--- src/rtl/arb8_pkg.sv ---
// Shared widths and FSM state type for the 8-way round-robin arbiter.
package arb8_pkg;
    localparam int N_REQ  = 8;
    localparam int IDX_W  = 3;
    localparam int HOLD_W = 4;

    typedef enum logic {
        IDLE  = 1'b0,
        GRANT = 1'b1
    } arb_state_t;
endpackage

--- src/rtl/enc83_onehot.sv ---
// Combinational 8:3 encoder: one-hot input to binary index; zero input gives index 0.
module enc83_onehot
    import arb8_pkg::*;
(
    input  logic [N_REQ-1:0] i_onehot,
    output logic [IDX_W-1:0] o_idx
);

    always_comb begin
        o_idx = '0;
        for (int i = 0; i < N_REQ; i++) begin
            if (i_onehot[i]) begin
                o_idx = o_idx | IDX_W'(i);
            end
        end
    end

endmodule

--- src/rtl/arb8_rr.sv ---
// Round-robin arbiter for eight requesters with registered one-hot/encoded grant
// and a bounded hold time under contention.
module arb8_rr
    import arb8_pkg::*;
#(
    parameter int HOLD_MAX = 4
) (
    input  logic             clk,
    input  logic             rst_n,
    input  logic [N_REQ-1:0] req,
    output logic [N_REQ-1:0] gnt,
    output logic [IDX_W-1:0] gnt_idx,
    output logic             gnt_valid
);

    localparam logic [HOLD_W-1:0] HOLD_LIM = HOLD_W'(HOLD_MAX);

    arb_state_t        r_state;
    logic [IDX_W-1:0]  r_ptr;
    logic [HOLD_W-1:0] r_hold_cnt;
    logic [N_REQ-1:0]  r_gnt;
    logic [IDX_W-1:0]  r_gnt_idx;
    logic              r_gnt_valid;

    arb_state_t        w_state_nxt;
    logic [IDX_W-1:0]  w_ptr_nxt;
    logic [HOLD_W-1:0] w_hold_nxt;
    logic [N_REQ-1:0]  w_gnt_nxt;
    logic [IDX_W-1:0]  w_idx_nxt;

    logic [IDX_W-1:0]  w_start;
    logic [N_REQ-1:0]  w_mask;
    logic [N_REQ-1:0]  w_masked;
    logic [N_REQ-1:0]  w_rot;
    logic [N_REQ-1:0]  w_rot_first;
    logic [IDX_W-1:0]  w_rot_idx;
    logic [IDX_W-1:0]  w_pick_idx;
    logic [N_REQ-1:0]  w_pick_oh;
    logic              w_hit;
    logic              w_owner_req;
    logic              w_others_req;

    // While granting, the search always starts just past the owner and skips it;
    // while idle it starts at the stored pointer over all requesters.
    assign w_start  = (r_state == GRANT) ? (r_gnt_idx + IDX_W'(1)) : r_ptr;
    assign w_mask   = (r_state == GRANT) ? ~(N_REQ'(1) << r_gnt_idx) : {N_REQ{1'b1}};
    assign w_masked = req & w_mask;
    assign w_hit    = |w_masked;

    always_comb begin
        w_rot = '0;
        for (int i = 0; i < N_REQ; i++) begin
            w_rot[i] = w_masked[w_start + IDX_W'(i)];
        end
    end

    assign w_rot_first = w_rot & (~w_rot + N_REQ'(1));

    enc83_onehot u_enc (
        .i_onehot (w_rot_first),
        .o_idx    (w_rot_idx)
    );

    assign w_pick_idx   = w_rot_idx + w_start;
    assign w_pick_oh    = N_REQ'(1) << w_pick_idx;
    assign w_owner_req  = req[r_gnt_idx];
    assign w_others_req = w_hit;

    always_comb begin
        w_state_nxt = r_state;
        w_ptr_nxt   = r_ptr;
        w_hold_nxt  = r_hold_cnt;
        w_gnt_nxt   = r_gnt;
        w_idx_nxt   = r_gnt_idx;
        case (r_state)
            IDLE: begin
                if (w_hit) begin
                    w_state_nxt = GRANT;
                    w_gnt_nxt   = w_pick_oh;
                    w_idx_nxt   = w_pick_idx;
                    w_hold_nxt  = HOLD_W'(1);
                end
            end
            GRANT: begin
                if (!w_owner_req) begin
                    w_ptr_nxt = r_gnt_idx + IDX_W'(1);
                    if (w_hit) begin
                        w_gnt_nxt  = w_pick_oh;
                        w_idx_nxt  = w_pick_idx;
                        w_hold_nxt = HOLD_W'(1);
                    end else begin
                        w_state_nxt = IDLE;
                        w_gnt_nxt   = '0;
                        w_idx_nxt   = '0;
                        w_hold_nxt  = '0;
                    end
                end else if ((r_hold_cnt == HOLD_LIM) && w_others_req) begin
                    w_ptr_nxt  = r_gnt_idx + IDX_W'(1);
                    w_gnt_nxt  = w_pick_oh;
                    w_idx_nxt  = w_pick_idx;
                    w_hold_nxt = HOLD_W'(1);
                end else if (r_hold_cnt != HOLD_LIM) begin
                    w_hold_nxt = r_hold_cnt + HOLD_W'(1);
                end
            end
            default: begin
                w_state_nxt = IDLE;
            end
        endcase
    end

    always_ff @(posedge clk or negedge rst_n) begin
        if (!rst_n) begin
            r_state     <= IDLE;
            r_ptr       <= '0;
            r_hold_cnt  <= '0;
            r_gnt       <= '0;
            r_gnt_idx   <= '0;
            r_gnt_valid <= 1'b0;
        end else begin
            r_state     <= w_state_nxt;
            r_ptr       <= w_ptr_nxt;
            r_hold_cnt  <= w_hold_nxt;
            r_gnt       <= w_gnt_nxt;
            r_gnt_idx   <= w_idx_nxt;
            r_gnt_valid <= |w_gnt_nxt;
        end
    end

    assign gnt       = r_gnt;
    assign gnt_idx   = r_gnt_idx;
    assign gnt_valid = r_gnt_valid;

endmodule

--- config.mk ---
export PLATFORM = sky130hd
export DESIGN_NAME = arb8_rr
export DESIGN_NICKNAME = d
export VERILOG_FILES = /design/src/rtl/arb8_pkg.sv /design/src/rtl/enc83_onehot.sv /design/src/rtl/arb8_rr.sv
export SDC_FILE = /design/constraint.sdc
export NUM_CORES = 1
export LEC_CHECK = 0
export BUFFER_PORTS_ARGS = -buffer_cell sky130_fd_sc_hd__buf_4
export CAP_MARGIN = 20
export CORE_AREA = 4 4 73 75
export CTS_CLUSTER_DIAMETER = 40
export DETAILED_ROUTE_END_ITERATION = 10
export DIE_AREA = 0 0 77 79
export PLACE_DENSITY = 0.6
export SYNTH_ARGS = -nofsm -noshare
export SYNTH_HDL_FRONTEND = slang
export SYNTH_SLANG_ARGS = --single-unit
--- constraint.sdc ---
create_clock -name clk -period 6.05 [get_ports clk]
set_input_delay 0.9075 -clock clk [delete_from_list [all_inputs] [get_ports clk]]
set_output_delay 0.9075 -clock clk [all_outputs]
set_load 0.005 [all_outputs]
Word-level counts from Yosys, hierarchy flattened
Index checks and enable logic that the tools add are counted.
Word-level totals
  register bits: 20
  output and inout bits: 12
  word-level logic and storage cells: 93
Operators by class
  add/sub/neg operators: 11
  order comparisons: 9
  eq/ne operators: 6
  shifts and indexed selects: 2
  mux-type cells: 48
  bitwise logic cells: 5
  reductions and logical operators: 6
Operator list (count)
  $mux 8: 5
  $lt 3x4->1 const B: 9
  $mux 3: 11
  $bmux 1 s3: 9
  $and 8x8->8: 2
  $mux 4: 4
  $not 8->8: 2
  $pmux 8 s2: 1
  $reduce_or 8->1: 2
  $shl 1x3->8 const A: 2
  $mux 1: 13
  $add 3x3->3 const B: 4
  $add 8x1->8 const B: 1
  $pmux 4 s2: 1
  $add 3x1->3 const B: 2
  $add 3x2->3 const B: 2
  $pmux 3 s2: 1
  $reduce_and 2->1: 3
  $add 4x1->4 const B: 1
  $eq 4x3->1 const B: 1
  $mux 2: 2
  $ne 4x2->1 const B: 1
  $ne 4x3->1 const B: 1
  $add 3x3->3: 1
  other kinds (6): 6

Depth between registers and ports, before layout
  depth in word-level cells: 22
  mapped depth: 20
  depth with buffers taken out: 19

Hierarchy
A second synthesis with hierarchy kept.
Second synthesis, totals
  cells, all modules: 234
  area, all modules: 2052.0 µm²
Modules (own cells, without submodules)
  arb8_rr: times used 1, cells an instance 231, area an instance 2029.4 µm², seq. area each 500.5 µm²
  enc83_onehot: times used 1, cells an instance 3, area an instance 22.5 µm², seq. area each 0.0 µm²

Worst setup path before layout
Ideal clock, no wire load.
  kind: register -> register
  from: register r_gnt_idx[0], in the netlist gnt_idx[0]
  to: register r_gnt_idx[2], in the netlist gnt_idx[2]
  library setup time: 140 ps
  arrival: 4752 ps
  data required time: 5910 ps
  slack: 1158 ps
  cell stages (with the launch flop): 20
  buffers on the path: 0
  cell sequence: dfrtp_1 inv_1 ha_1 mux2_4 ha_1 nor3_1 a22oi_1 a22o_1 mux4_2 nor2_1 nand3b_1 a22oi_1 ha_1 inv_1 fa_1 xnor2_1 nor2_1 o21a_1 a2111oi_0 a211oi_1
On the way
  cells in the longest elaborated chain, start to end: 20
Ends and longest elaborated chain
  from (decl): RTL line arb8_rr.sv:22  | logic [IDX_W-1:0] r_gnt_idx;
  from (signal assigned): RTL line arb8_rr.sv:125  | r_gnt_idx <= w_idx_nxt;
  branches (longest 20 deep; another with $add 8x1->8)
Several ways; the timed one is not identified. The select of a mux whose other input is x is not followed.
A chain may end at the register's enable or synchronous reset.

Worst setup path in the final report
Same ends and word-level chain as after synthesis.

==> impl_metrics.toml <==
[clock_network]
cts_root_buffer = "clkbuf_8"
cts_tree = "yes"
cts_resized = 0
cts_setup_buffers = 0
ctsHoldBuffers = 0
clk_latency_ns = 0.25
cts_htree_levels = 1
clock_path_buffers = 2
clkTransAtPathRegs_ns = 0.07
clock-sinks = 20
numCtsBuffers = 3

[yosys]
async_flop_share_pct = 100
syn_area_per_cell_um2 = 8.59
synth_warnings = 0
ys_seq_area_share_pct = 24.1
synth_edf_count = 0
syn-instance-count = 242
synthFlopType = "dfrtp_1"
synth_area_um2 = 2080
ys_types = 60
synth_nets = 264
ys_ff_latch = 20

[cells_and_area]
areaGrowthSynthToFinish_pct = 11.4
antennaDiodeCount = 0
final_nets = 284
fillCellCount = 448
drive_gt1_share_pct = 19.2

[critical_path]
r2r_setup_slack_ns = 0.59
crit_path_start_kind = "flip-flop"
arrival_ns = 5.58
worstPathBufferInverterCount = 2
critical-path-top-delay-family = "compound AO/OA/AOI/OAI gates"
end_kind = "flip-flop"
crit_required_ns = 6.17
cpMaxStageDelayCell = "dfrtp_1"
path_cells = "inv_1 > ha_1 > mux2_4 > ha_1 > nor3_1 > a22oi_1 > a22o_1 > mux4_2 > nor2_1 > nand3b_1 > a22oi_1 > ha_1 > inv_1 > fa_1 > xnor2_1 > nor2_1 > o21a_1 > a2111oi_0 > a211oi_1"
cpPeakStageDelay_ns = 0.56
criticalPathCategory = "reg2reg"
path_common_cell = "ha_1"
path_max_fanout = 11

[run_status]
outcome = "finished, final reports clean"

[detailed_routing]
finalWirelength_um = 5340
first_pass_iters = 6
wl_per_cell_um = 17.0
final_antenna_net_count = 0
drc = 0
vias_per_cell = 6.27
via_count = 1970
drt_iter0_markers = 145

[die]
ios = 22
die-height_um = 79
die_area_um2 = 6080
rows = 25
die_w_um = 77
core-area_um2 = 4660
start_util_pct = 44.6

[place]
gp_congestion = 0.888
hpwl_um = 4030
port_buffers = 21

[grt]
grtUsageTotal_pct = 18.0
grt_use_met2_pct = 29.9
antenna_found_initial = 0
gr-total-overflow = 0
top_usage_layer = "met2"
met3_usage_pct = 2.49
grt_pass1_vias = 1896
grt_pass1_wl_um = 9110
grt_max_degree = 21
use_met1_pct = 24.8

[sta]
tightest_slew_ns = 0.671
setup_viol = 0
rsz0062_at_grt = "false"
max_slew_margin_pct = 55.3
max_freq_mhz = 183
tns_ns = 0
finalMaxSlewViolations = 0
hold_violations = 0
period_share_pct = 90.2
fin_skew_ns = 0.00112
fin_crit_ns = 5.46

[worst_hold_path]
hp-class = "reg2reg"

[run]
drv_cap = 0
-- synth_stat cells, drive strengths merged, types with 2 or more instances --
cell	number	area, um^2
a211oi	2	27.5
a21boi	2	15.0
a21o	3	22.5
a21oi	14	73.8
a22o	5	43.8
a22oi	9	67.6
a31oi	2	12.5
a32o	3	30.0
and2	3	18.8
buf	5	38.8
clkbuf	3	11.3
dfrtp	20	500
ha	11	138
inv	10	37.5
mux2	4	48.8
mux2i	2	20.0
mux4	6	143
nand2	34	138
nand2b	6	37.5
nand3	14	70.1
nand3b	4	33.8
nand4	7	43.8
nor2	12	45.0
nor2b	2	12.5
nor3	4	20.0
nor4	3	18.8
o211ai	11	92.6
o21ai	17	88.8
o22ai	2	12.5
or2	2	15.0
xnor2	7	68.8
-- path summary, 6_finish.rpt --
check,from,endpoint,depth (start not counted)
worst max-delay path,gnt_idx[0],gnt_idx[2],19
worst min-delay path,r_ptr[2],r_ptr[2],2
worst max register to register,gnt_idx[0],gnt_idx[2],19
worst min register to register,r_ptr[2],r_ptr[2],2
max in group asynchronous,rst_n,r_state,1
min in group asynchronous,rst_n,r_hold_cnt[1],1
-- metal layers --
layer  wire length [um]  vias up  share of wire (%)
met2               2490       73                 47
met4                 59        0                1.1
li1                   -      952                  -
met5                  0        -                  0
met1               2470      938                 46
met3                324        7                6.1
-- cell usage in the layout, fill, tap and decap left out, types with 3 or more instances in the layout --
master,instances
nand2_1,32
buf_4,23
dfrtp_1,20
o21ai_0,16
nand3_1,14
a21oi_1,13
nor2_1,12
ha_1,11
inv_1,9
o211ai_1,9
a22oi_1,9
nand4_1,7
nand2b_1,6
xnor2_1,6
a22o_1,5
nor3_1,4
mux4_2,4
and2_1,3
nand3b_1,3
mux2_2,3
a21o_1,3
a32o_1,3
clkbuf_8,3
-- cells by family after synthesis --
| group | synth area share, % |
|---|---|
| xor+xnor | 3.31 |
| flops | 24.1 |
| mux | 10.2 |
| fa+ha+maj | 7.58 |
| compound gates | 27.7 |
| simple gates | 22.5 |
| buf+inv | 4.63 |
-- worst register-to-register path, stage by stage (launching register included) --
cell	delay, ns
dfrtp_1	0.56
inv_1	0.12
ha_1	0.32
mux2_4	0.33
ha_1	0.36
nor3_1	0.29
a22oi_1	0.24
a22o_1	0.28
mux4_2	0.55
nor2_1	0.18
nand3b_1	0.11
a22oi_1	0.19
ha_1	0.17
inv_1	0.05
fa_1	0.37
xnor2_1	0.52
nor2_1	0.08
o21a_1	0.12
a2111oi_0	0.38
a211oi_1	0.09
-- state kept, by name, summed over array words and instances, names as in the netlist --
| signal | count |
|---|---|
| r_state | 1 |
| gnt_idx | 3 |
| gnt_valid | 1 |
| gnt | 8 |
| r_ptr | 3 |
| r_hold_cnt | 4 |
-- stage by stage --
stage	instances	instance area, um^2	setup WS [ns]	hold slack, ns	util [%]
detailed placement	311	2280	0.668	0.496	48.8
floorplan	242	2080	1.16	0.471	-
CTS	314	2320	0.635	0.512	49.7
global placement	311	2280	0.874	0.494	48.8
global route	314	2320	0.185	0.528	49.7
finish	314	2320	0.592	0.507	49.7
-- layout make-up --
type	count	area (um^2)	share of cell area, %
flip-flops and latches	20	500	21.6
repair buffers	23	173	7.45
well taps	54	67.6	2.92
inverters	11	46.3	2.00
multi-input cells	203	1490	64.3
clock buffers	3	41.3	1.78
Power is not shown: default switching activity piles up to over one toggle a cycle in this logic, so the estimate is an artifact.
